<file path="src/rtl/plus_irq_responder.sv">
// plus_irq_responder
// Interrupt responder for the Plus ASIC. It tracks the raster line, collects
// raster and DMA end-of-list interrupts into pending bits, drives the Z80
// /INT line and supplies an IM2 vector during the interrupt acknowledge cycle.

module plus_irq_responder #(
   parameter logic [7:0] IVR_RESET = 8'h00
) (
   input  logic        clk,
   input  logic        reset_n,
   input  logic        hsync_i,
   input  logic        vsync_i,
   input  logic        int_enable,
   input  logic        rmr2_active,
   input  logic        mem_wr,
   input  logic        mem_rd,
   input  logic [15:0] mem_a,
   input  logic [7:0]  mem_d,
   input  logic [2:0]  dma_irq,
   input  logic        cpu_ack,
   output logic [7:0]  rd_data,
   output logic        rd_hit,
   output logic [7:0]  vec_o,
   output logic        vec_oe,
   output logic        int_n
);

   // Register page addresses inside the 0x4000-0x7FFF ASIC window
   localparam logic [15:0] AddrPri  = 16'h6800;
   localparam logic [15:0] AddrIvr  = 16'h6805;
   localparam logic [15:0] AddrDcsr = 16'h6C0F;

   // Acknowledge FSM states
   localparam logic [1:0] StateIdle = 2'd0;
   localparam logic [1:0] StateAck  = 2'd1;
   localparam logic [1:0] StateWait = 2'd2;

   // Source codes placed in vector bits [2:1]
   localparam logic [1:0] SrcRaster = 2'b11;
   localparam logic [1:0] SrcDma0   = 2'b10;
   localparam logic [1:0] SrcDma1   = 2'b01;
   localparam logic [1:0] SrcDma2   = 2'b00;

   // Edge-detect history
   logic       memWrPrev_q;
   logic       hsyncPrev_q;
   logic       vsyncPrev_q;
   logic       cpuAckPrev_q;

   // Programmable registers
   logic [7:0] pri_q;
   logic [7:0] pri_d;
   logic [7:0] ivr_q;
   logic [7:0] ivr_d;

   // Raster line tracking
   logic [7:0] lineCnt_q;
   logic [7:0] lineCnt_d;
   logic [7:0] lineInc;
   logic       rasterHit_q;
   logic       rasterHit_d;

   // Pending interrupt sources
   logic       rasterPend_q;
   logic       rasterPend_d;
   logic [2:0] dmaPend_q;
   logic [2:0] dmaPend_d;

   // Acknowledge machinery and outputs
   logic [1:0] state_q;
   logic [1:0] state_d;
   logic [7:0] vec_q;
   logic [7:0] vec_d;
   logic       vecOe_q;
   logic       vecOe_d;
   logic       intN_q;
   logic       intN_d;

   // Decoded events
   logic       wrStrobe;
   logic       wrPri;
   logic       wrIvr;
   logic       wrDcsr;
   logic       hsyncFall;
   logic       vsyncRise;
   logic       ackRise;
   logic       ackStart;
   logic       anyPending;
   logic [1:0] ackSrc;
   logic       rasterAckClr;
   logic [2:0] dmaAckClr;
   logic [2:0] dcsrClr;

   // Edge detection and write strobe decode for the CPU and video inputs
   always_comb begin
      wrStrobe  = mem_wr & ~memWrPrev_q & rmr2_active;
      wrPri     = wrStrobe & (mem_a == AddrPri);
      wrIvr     = wrStrobe & (mem_a == AddrIvr);
      wrDcsr    = wrStrobe & (mem_a == AddrDcsr);
      hsyncFall = ~hsync_i & hsyncPrev_q;
      vsyncRise = vsync_i & ~vsyncPrev_q;
      ackRise   = cpu_ack & ~cpuAckPrev_q;
   end

   // Register writes take effect on the strobe edge; a latched vector is unaffected
   always_comb begin
      pri_d = pri_q;
      ivr_d = ivr_q;
      if (wrPri) begin
         pri_d = mem_d;
      end
      if (wrIvr) begin
         ivr_d = mem_d;
      end
   end

   // Line counter: vsync clears, hsync falling edge counts, match flagged one stage later
   always_comb begin
      lineInc     = lineCnt_q + 8'd1;
      lineCnt_d   = lineCnt_q;
      rasterHit_d = 1'b0;
      if (vsyncRise) begin
         lineCnt_d = 8'd0;
      end else if (hsyncFall) begin
         lineCnt_d   = lineInc;
         rasterHit_d = (lineInc == pri_q) && (pri_q != 8'd0);
      end
   end

   // Highest-priority pending source: raster, then DMA0, DMA1, DMA2
   always_comb begin
      anyPending = rasterPend_q | (|dmaPend_q);
      if (rasterPend_q) begin
         ackSrc = SrcRaster;
      end else if (dmaPend_q[0]) begin
         ackSrc = SrcDma0;
      end else if (dmaPend_q[1]) begin
         ackSrc = SrcDma1;
      end else if (dmaPend_q[2]) begin
         ackSrc = SrcDma2;
      end else begin
         ackSrc = SrcRaster;
      end
   end

   // Pending bit update: DCSR and acknowledge clear, new events set, and a set wins a tie
   always_comb begin
      ackStart     = (state_q == StateIdle) & ackRise;
      rasterAckClr = ackStart & rasterPend_q;
      dmaAckClr    = 3'b000;
      if (ackStart && !rasterPend_q && ivr_q[0]) begin
         case (ackSrc)
            SrcDma0: dmaAckClr = {2'b00, dmaPend_q[0]};
            SrcDma1: dmaAckClr = {1'b0, dmaPend_q[1], 1'b0};
            SrcDma2: dmaAckClr = {dmaPend_q[2], 2'b00};
            default: dmaAckClr = 3'b000;
         endcase
      end
      dcsrClr      = wrDcsr ? mem_d[6:4] : 3'b000;
      dmaPend_d    = (dmaPend_q & ~(dcsrClr | dmaAckClr)) | dma_irq;
      rasterPend_d = (rasterPend_q & ~rasterAckClr) | rasterHit_q;
   end

   // Acknowledge FSM: latch vector on the ack rising edge, hold it until ack drops
   always_comb begin
      state_d = state_q;
      vec_d   = vec_q;
      vecOe_d = vecOe_q;
      case (state_q)
         StateIdle: begin
            vec_d   = 8'h00;
            vecOe_d = 1'b0;
            if (ackRise) begin
               state_d = StateAck;
               vec_d   = {ivr_q[7:3], ackSrc, 1'b0};
               vecOe_d = 1'b1;
            end
         end
         StateAck: begin
            state_d = StateWait;
         end
         StateWait: begin
            if (!cpu_ack) begin
               state_d = StateIdle;
               vec_d   = 8'h00;
               vecOe_d = 1'b0;
            end
         end
         default: begin
            state_d = StateIdle;
            vec_d   = 8'h00;
            vecOe_d = 1'b0;
         end
      endcase
   end

   // Interrupt request is the gated OR of all pending bits, registered
   always_comb begin
      intN_d = ~((rasterPend_q | (|dmaPend_q)) & int_enable);
   end

   // DCSR read-back path is purely combinational
   always_comb begin
      rd_hit  = mem_rd & rmr2_active & (mem_a == AddrDcsr);
      rd_data = rd_hit ? {rasterPend_q, dmaPend_q, 4'b0000} : 8'h00;
   end

   // State registers; edge history reloads from the live inputs during reset
   always_ff @(posedge clk) begin
      if (!reset_n) begin
         memWrPrev_q  <= mem_wr;
         hsyncPrev_q  <= hsync_i;
         vsyncPrev_q  <= vsync_i;
         cpuAckPrev_q <= cpu_ack;
         pri_q        <= 8'h00;
         ivr_q        <= IVR_RESET;
         lineCnt_q    <= 8'h00;
         rasterHit_q  <= 1'b0;
         rasterPend_q <= 1'b0;
         dmaPend_q    <= 3'b000;
         state_q      <= StateIdle;
         vec_q        <= 8'h00;
         vecOe_q      <= 1'b0;
         intN_q       <= 1'b1;
      end else begin
         memWrPrev_q  <= mem_wr;
         hsyncPrev_q  <= hsync_i;
         vsyncPrev_q  <= vsync_i;
         cpuAckPrev_q <= cpu_ack;
         pri_q        <= pri_d;
         ivr_q        <= ivr_d;
         lineCnt_q    <= lineCnt_d;
         rasterHit_q  <= rasterHit_d;
         rasterPend_q <= rasterPend_d;
         dmaPend_q    <= dmaPend_d;
         state_q      <= state_d;
         vec_q        <= vec_d;
         vecOe_q      <= vecOe_d;
         intN_q       <= intN_d;
      end
   end

   assign vec_o  = vec_q;
   assign vec_oe = vecOe_q;
   assign int_n  = intN_q;

endmodule
</file>
<file path="config.mk">
export PLATFORM = sky130hd
export DESIGN_NAME = plus_irq_responder
export DESIGN_NICKNAME = d
export VERILOG_FILES = /design/src/rtl/plus_irq_responder.sv
export SDC_FILE = /design/constraint.sdc
export NUM_CORES = 1
export LEC_CHECK = 0
export ABC_CLOCK_PERIOD_IN_PS = 1800
export CORE_MARGIN = 3
export CORE_UTILIZATION = 44
export CTS_CLUSTER_SIZE = 20
export DETAILED_ROUTE_END_ITERATION = 10
export GPL_TIMING_DRIVEN = 0
export PLACE_DENSITY = 0.88
export SLEW_MARGIN = 5
export SYNTH_ARGS = -nofsm -noshare
export SYNTH_HDL_FRONTEND = slang
export SYNTH_SLANG_ARGS = --single-unit
</file>
<file path="constraint.sdc">
create_clock -name clk -period 1.8 [get_ports clk]
set_clock_uncertainty 0.1 [all_clocks]
set_input_delay 0.36 -clock clk [delete_from_list [all_inputs] [get_ports clk]]
set_output_delay 0.36 -clock clk [all_outputs]
set_load 0.02 [all_outputs]
</file>
==> summary.txt, run 1 <==
Detailed routing
  • Vias: about 2000
  • Average routed wire per standard cell: about 15 µm
  • Vias per std cell: between 5 and 6
  • # DRC: 0
  • Initial DRC count: about 120
  • DR pass1 iterations: 4
  • Antenna-violating nets left: 0
  • Routed Wire Length: around 5200 µm

Setup path
  • Worst flop-to-flop path startpoint: lineCnt_q[0]
  • Worst Reg-to-Reg Cells: 5
  • Worst setup path class: in2out
  • Worst Path Arrival: around 1.7 ns
  • Critical Path RT: ~1.3 ns
  • Startpoint types: primary input
  • Setup crit end kind: primary output
  • Reg2reg end: rasterHit_q
  • Crit-path max FO: 2
  • Reg2reg setup slack: roughly 0.18 ns

STA
  • Slew margin rel.: 59.3%
  • Final Hold Viols: 0
  • Tcrit/Tclk final: 122%
  • Final Max Tran Viols: 0
  • Fmax: 456 MHz
  • Worst setup margin: -0.395 ns
  • RSZ-0062 raised after global routing: yes
  • Worst Tran Pin Value: roughly 0.61 ns
  • Final hold slack: 0.325 ns
  • Setup_tns: -1.66 ns
  • Min cycle time layout: 2.19 ns
  • Final Setup Violations: 5

Power
  • P_int: around 1.4 mW
  • VDD IR-drop max: between 0.4 and 0.5 mV
  • Logic pwr share: a little under an eighth
  • Switch Pwr: ~440 µW
  • Clock power frac: 35.3%
  • Final Total Pwr: approximately 1.8 mW
  • Power Dens Cells: roughly 630 nW/µm²
  • Sequential power share: a little over half
  • Leak: around 1.1 nW
  • Switching Fraction: around 24%

Global routing
  • First-pass GRT wire length: 8180 µm
  • Initial antenna violation count: 0
  • Largest net degree at the start of global routing: 14
  • Number of global-route vias before repair: between 1500 and 2000
  • Final global-route overflow total: 0
  • Overall routing resource usage: about a fifth

Logic synthesis
  • Post-synth top area cell: dfxtp_1
  • Seq cells post-synth: 42
  • Synth warnings: 0
  • Post-synth top cells: dfxtp_1 (42), nand4_1 (21), o21ai_0 (20), a21oi_1 (17)
  • Post-synth EDFFs: 0
  • Synth area leaders: dfxtp_1 (40%), nand4_1 (6.2%), o21ai_0 (4.7%)
  • Top-count cell post-synth: dfxtp_1
  • Synth unique cells: 53
  • Cell Area, Synth: ~2100 µm²
  • Synthesized area per cell: 9.06 µm²
  • Post-synth top area share: between 30% and 40%
  • Synth Flop Type: dfxtp_1
  • Synth async-reset ratio: 0%
  • Sequential area share after synthesis: between 30% and 40%
  • Post-Syn Instances: 234

Clocking
  • Clock slew at reported path FFs: 0.08 ns
  • CTS sink cnt: 42
  • H-tree levels: 2
  • Num CTS Buffers: 5
  • Root buf cell: clkbuf_8
  • Clk_lat worst skew: 0.30 ns
  • CTS tree: done
  • Number of hold buffers added after CTS: 0
  • Bufs on Longest Clock Path: 2

Final layout
  • Final std cells w/o fill: approximately 350
  • # diodes: 0
  • Post-route cell area: between 2000 and 3000 µm²
  • Final core occ: 63.8%
  • Layout cell share with drive strength beyond 1: 19.0%
  • Layout net count: ~340
  • Filler cells: about 360
  • Area Growth Syn to Fin: 35.5%

Status
  • Failing checks: setup timing
  • Status: finished with violations

Placed design
  • Placed insts: around 340
  • Place WS: -1.22 ns
  • Post-DP HPWL: approximately 4000 µm
  • Placed Area: about 2700 µm²
  • Port Buffer Count: 48
  • GPL Wtd Cong: just under 0.9

Die
  • Die height: roughly 75 µm
  • Die width: 75.4 µm
  • Total Die Area: about 5700 µm²
  • Io pins: 55
  • Starting Density: 47.1%
  • Cell row count: 24
  • Core footprint: between 4000 and 5000 µm²

Worst hold path
  • Hold Path Stages: 2
  • Hold Path Origin: reset_n
  • WHS Endpoint: int_n
  • Min-delay worst type: in2reg

Job
  • Max-Cap Viols: 0
==> per-layer routing <==
layer | routed length, µm | vias up | GRT usage [%]
li1 | - | 989 | -
met1 | 2100 | 893 | 22.4
met2 | 2470 | 77 | 30.1
met3 | 346 | 21 | 5.80
met4 | 236 | 0 | 11.8
met5 | 0 | - | 0
==> critical path, cell delays in order <==
cell	delay, ns
buf_6	0.09
or4b_4	0.55
nor4_4	0.25
buf_4	0.16
buf_6	0.08
and2_4	0.13
buf_6	0.11
==> cells in the final DEF, fill, tap and decap left out, types with 5 or more instances in the layout <==
cell             instances
dfxtp_1                 42
clkdlybuf4s50_1         26
nand4_1                 21
o21ai_0                 20
a21oi_1                 17
nor2_1                  12
buf_4                   12
buf_6                   11
nand2_1                 10
nand3_1                  8
dlygate4sd2_1            8
clkbuf_8                 7
xnor2_1                  7
clkbuf_1                 6
a22o_1                   6
and2_4                   5
xor2_1                   5
nor2b_1                  5
conb_1                   5
==> state kept, by name (all words and copies together), names as in the netlist, 2 cells and up <==
| register | flops |
|---|---|
| dmaPend_q | 3 |
| ivr_q | 6 |
| lineCnt_q | 8 |
| pri_q | 8 |
| state_q | 2 |
| vec_o | 7 |
==> power by group through the flow <==
stage	Clock [mW]	Combinational, mW	Sequential (mW)
after floorplan	0	0.0927	0.984
after CTS	0.657	0.204	0.960
after detailed placement	0	0.209	0.982
after global placement	0	0.205	0.981
final	0.640	0.210	0.961
after global routing	0.713	0.226	0.963
==> cell families after synthesis <==
logic type | Yosys count | share of synthesized area [%]
flops | 42 | 39.6
simple gates | 94 | 29.7
buf+inv | 22 | 5.96
mux | 1 | 0.472
compound gates | 61 | 18.5
xor+xnor | 12 | 4.96
other cells | 1 | 0.177
fa+ha+maj | 1 | 0.590
==> area by class of cell <==
class                           instances  area (µm²)  share of cell area, %
Sequential cell                        42         841                   29.3
Clock inverter                          2        12.5                  0.436
Timing Repair Buffer                   55         537                   18.7
Tap cell                               52        65.1                   2.26
Buffer                                 18         121                   4.22
Clock buffer                            6        82.6                   2.87
Multi-Input combinational cell        174        1200                   41.9
Inverter                                3        11.3                  0.392
==> worst max-delay path by stage <==
stage                         from          to  depth (start not counted)
final                     mem_a[7]  rd_data[5]                          7
after floorplan           mem_a[6]  rd_data[4]                          4
after detailed placement  mem_a[6]  rd_data[6]                          6
after global placement    mem_a[6]  rd_data[6]                          6
after global routing      mem_a[8]  rd_data[5]                          8
after CTS                 mem_a[7]  rd_data[5]                          7
==> timing repair <==
action | 4_1_cts | 5_1_grt
gates resized for setup | 60 | 13
pin swaps | 7 | 2
endpoints found under the hold margin | 0 | 0
buffers inserted | 6 | 1
setup endpoints to repair | 12 | 18
Power figures use the tool's default switching activity.
==> run 2, diff against run 1 <==
--- a/config.mk
+++ b/config.mk
@@ -5,13 +5,15 @@
 export SDC_FILE = /design/constraint.sdc
 export NUM_CORES = 1
 export LEC_CHECK = 0
-export ABC_CLOCK_PERIOD_IN_PS = 1800
+export ABC_CLOCK_PERIOD_IN_PS = 2850
+export CAP_MARGIN = 5
 export CORE_MARGIN = 3
-export CORE_UTILIZATION = 44
+export CORE_UTILIZATION = 52
 export CTS_CLUSTER_SIZE = 20
 export DETAILED_ROUTE_END_ITERATION = 10
 export GPL_TIMING_DRIVEN = 0
-export PLACE_DENSITY = 0.88
+export HOLD_SLACK_MARGIN = 0.05
+export PLACE_DENSITY = 0.95
 export SLEW_MARGIN = 5
 export SYNTH_ARGS = -nofsm -noshare
 export SYNTH_HDL_FRONTEND = slang
==> constraint.sdc (replaced) <==
create_clock -name clk -period 2.85 [get_ports clk]
set_clock_uncertainty 0.1 [all_clocks]
set_input_delay 0.57 -clock clk [delete_from_list [all_inputs] [get_ports clk]]
set_output_delay 0.57 -clock clk [all_outputs]
set_load 0.02 [all_outputs]
==> run 2 against run 1 <==
Largest cell class unchanged. Clock power shrank 39%. Global-route usage up 2.6 points. Sequential share of layout area rose by 1.1 points. Largest power group unchanged. The flow now finishes without violations. Flip-flop and latch count is the same. Critical endpoint is now rd_hit. Wire length is 0.23% lower. Die area fell by 14%. Design area fell by 3.5%. Final cell count shrank 3.1%.
==> summary.txt, run 2 (same netlist as run 1, synthesis figures left out) <==
Power
  • Leak: around 1.1 nW
  • Power Dens Cells: between 400 and 500 nW/µm²
  • VDD IR-drop max: around 0.33 mV
  • Final Total Pwr: around 1.1 mW

Placed design
  • Post-DP HPWL: just under 4000 µm
  • Port Buffer Count: 48
  • Place WS: -0.593 ns
  • GPL Wtd Cong: 0.854

Clocking
  • Clock slew at reported path FFs: around 0.070 ns
  • Bufs on Longest Clock Path: 2
  • Num CTS Buffers: 5
  • Clk_lat worst skew: roughly 0.29 ns
  • CTS sink cnt: 42
  • Post-CTS Setup Inserts: 0
  • CTS tree: done
  • H-tree levels: 2
  • Root buf cell: clkbuf_8
  • Number of hold buffers added after CTS: 0

Global routing
  • Overall routing resource usage: 21.6%
  • First-pass GRT wire length: ~8500 µm
  • Largest net degree at the start of global routing: 13
  • Number of global-route vias before repair: ~1800
  • Initial antenna violation count: 0
  • Final global-route overflow total: 0

Final layout
  • Commonest non-fill, non-tap cell in the layout: dfxtp_1
  • Layout cell share with drive strength beyond 1: around an eighth
  • Commonest non-fill, non-tap cells in the layout: dfxtp_1 (42), clkdlybuf4s50_1 (35), nand4_1 (21)
  • Area Growth Syn to Fin: 30.7%
  • # diodes: 0
  • Layout net count: roughly 330
  • Filler cells: roughly 280

Setup path
  • Setup crit end kind: primary output
  • Startpoint types: primary input
  • Worst setup path class: in2out
  • Critical Path RT: 2.18 ns
  • Worst Path Arrival: just over 2 ns
  • Crit-path max FO: 9

Status
  • Status: finished clean

Die
  • Starting Density: between 50% and 60%
  • Cell row count: 22
  • Die height: around 70 µm
  • Core footprint: around 3800 µm²
  • Total Die Area: between 4000 and 5000 µm²
  • Die width: between 60 and 70 µm
  • Io pins: 55

STA
  • Final Setup Violations: 0
  • Worst setup margin: between 0.1 and 0.15 ns
  • RSZ-0062 raised after global routing: no
  • Setup_tns: 0 ns
  • Worst Tran Pin Value: roughly 0.60 ns
  • Tcrit/Tclk final: about 95%
  • Final Max Tran Viols: 0
  • Fmax: between 300 and 400 MHz
  • Min cycle time layout: roughly 2.7 ns
  • Final Hold Viols: 0
  • Slew margin rel.: about 60%

Detailed routing
  • DR pass1 iterations: 5
  • Vias: roughly 1900
  • Antenna-violating nets left: 0
  • Average routed wire per standard cell: 15.1 µm
  • Vias per std cell: around 5.7
  • Routed Wire Length: approximately 5000 µm
  • # DRC: 0
  • Initial DRC count: 162

Job
  • Max-Cap Viols: 0

Worst hold path
  • Min-delay worst type: reg2reg
[run 2: cell types whose count changed in the layout (fill, tap and decap cells not counted), moves of 3 or more]
cell and delta:
and2_1 +4, and2_4 -3, buf_4 -3, buf_6 -7, clkdlybuf4s50_1 +9, dlygate4sd2_1 -4
[run 2: through the flow]
| step | hold slack [ns] | std cells | area [µm²] | util [%] |
|---|---|---|---|---|
| final | 0.362 | 341 | 2770 | 73.0 |
| after global routing | 0.384 | 341 | 2770 | 73.0 |
| after floorplan | 0.316 | 238 | 2140 | - |
| after global placement | 0.323 | 334 | 2680 | 70.5 |
| after CTS | 0.369 | 341 | 2760 | 72.6 |
| after detailed placement | 0.353 | 334 | 2680 | 70.5 |
[run 2: final cells by class]
| class | instances | area, µm² | share of cell area, % |
|---|---|---|---|
| Sequential cell | 42 | 841 | 30.3 |
| Inverter | 3 | 11.3 | 0.406 |
| Clock inverter | 1 | 5.00 | 0.181 |
| Buffer | 18 | 111 | 4.02 |
| Clock buffer | 7 | 86.3 | 3.11 |
| Timing Repair Buffer | 48 | 484 | 17.5 |
| Multi-Input combinational cell | 174 | 1170 | 42.3 |
| Tap cell | 48 | 60.1 | 2.17 |
[run 2: critical path: stages]
cell and delay (ns):
clkdlybuf4s50_1 0.48, and2_4 0.20, nand4_1 0.15, nor4_4 0.33
clkdlybuf4s15_2 0.31
[run 2: what timing repair did]
item | 4_1_cts | 5_1_grt
pin swaps | 4 | 4
gates resized for setup | 30 | 6
endpoints found under the setup margin | 5 | 5
[run 2: metal layers]
metal	routed length, µm	GRT usage (%)	up-vias	part of all wire [%]
met5	0	0	-	0
met4	165	8.94	0	3.2
met3	290	4.75	16	5.6
met2	2620	37.5	68	51
met1	2070	25.8	868	40
li1	-	-	979	-
[run 2: worst paths after layout]
kind | from | endpoint | slack, ns | cells after the start
setup / recovery | mem_a[0] | rd_hit | 0.13 | 5
setup reg to reg | lineCnt_q[1] | rasterHit_q | 1.06 | 6
hold / removal | vec_oe | vec_oe | 0.36 | 1
hold reg to reg | vec_oe | vec_oe | 0.36 | 1
[run 2: where the power goes]
| part | switching, mW | internal (mW) |
|---|---|---|
| clock | 0.194 | 0.195 |
| sequential | 0.00879 | 0.597 |
| combinational | 0.0579 | 0.0732 |
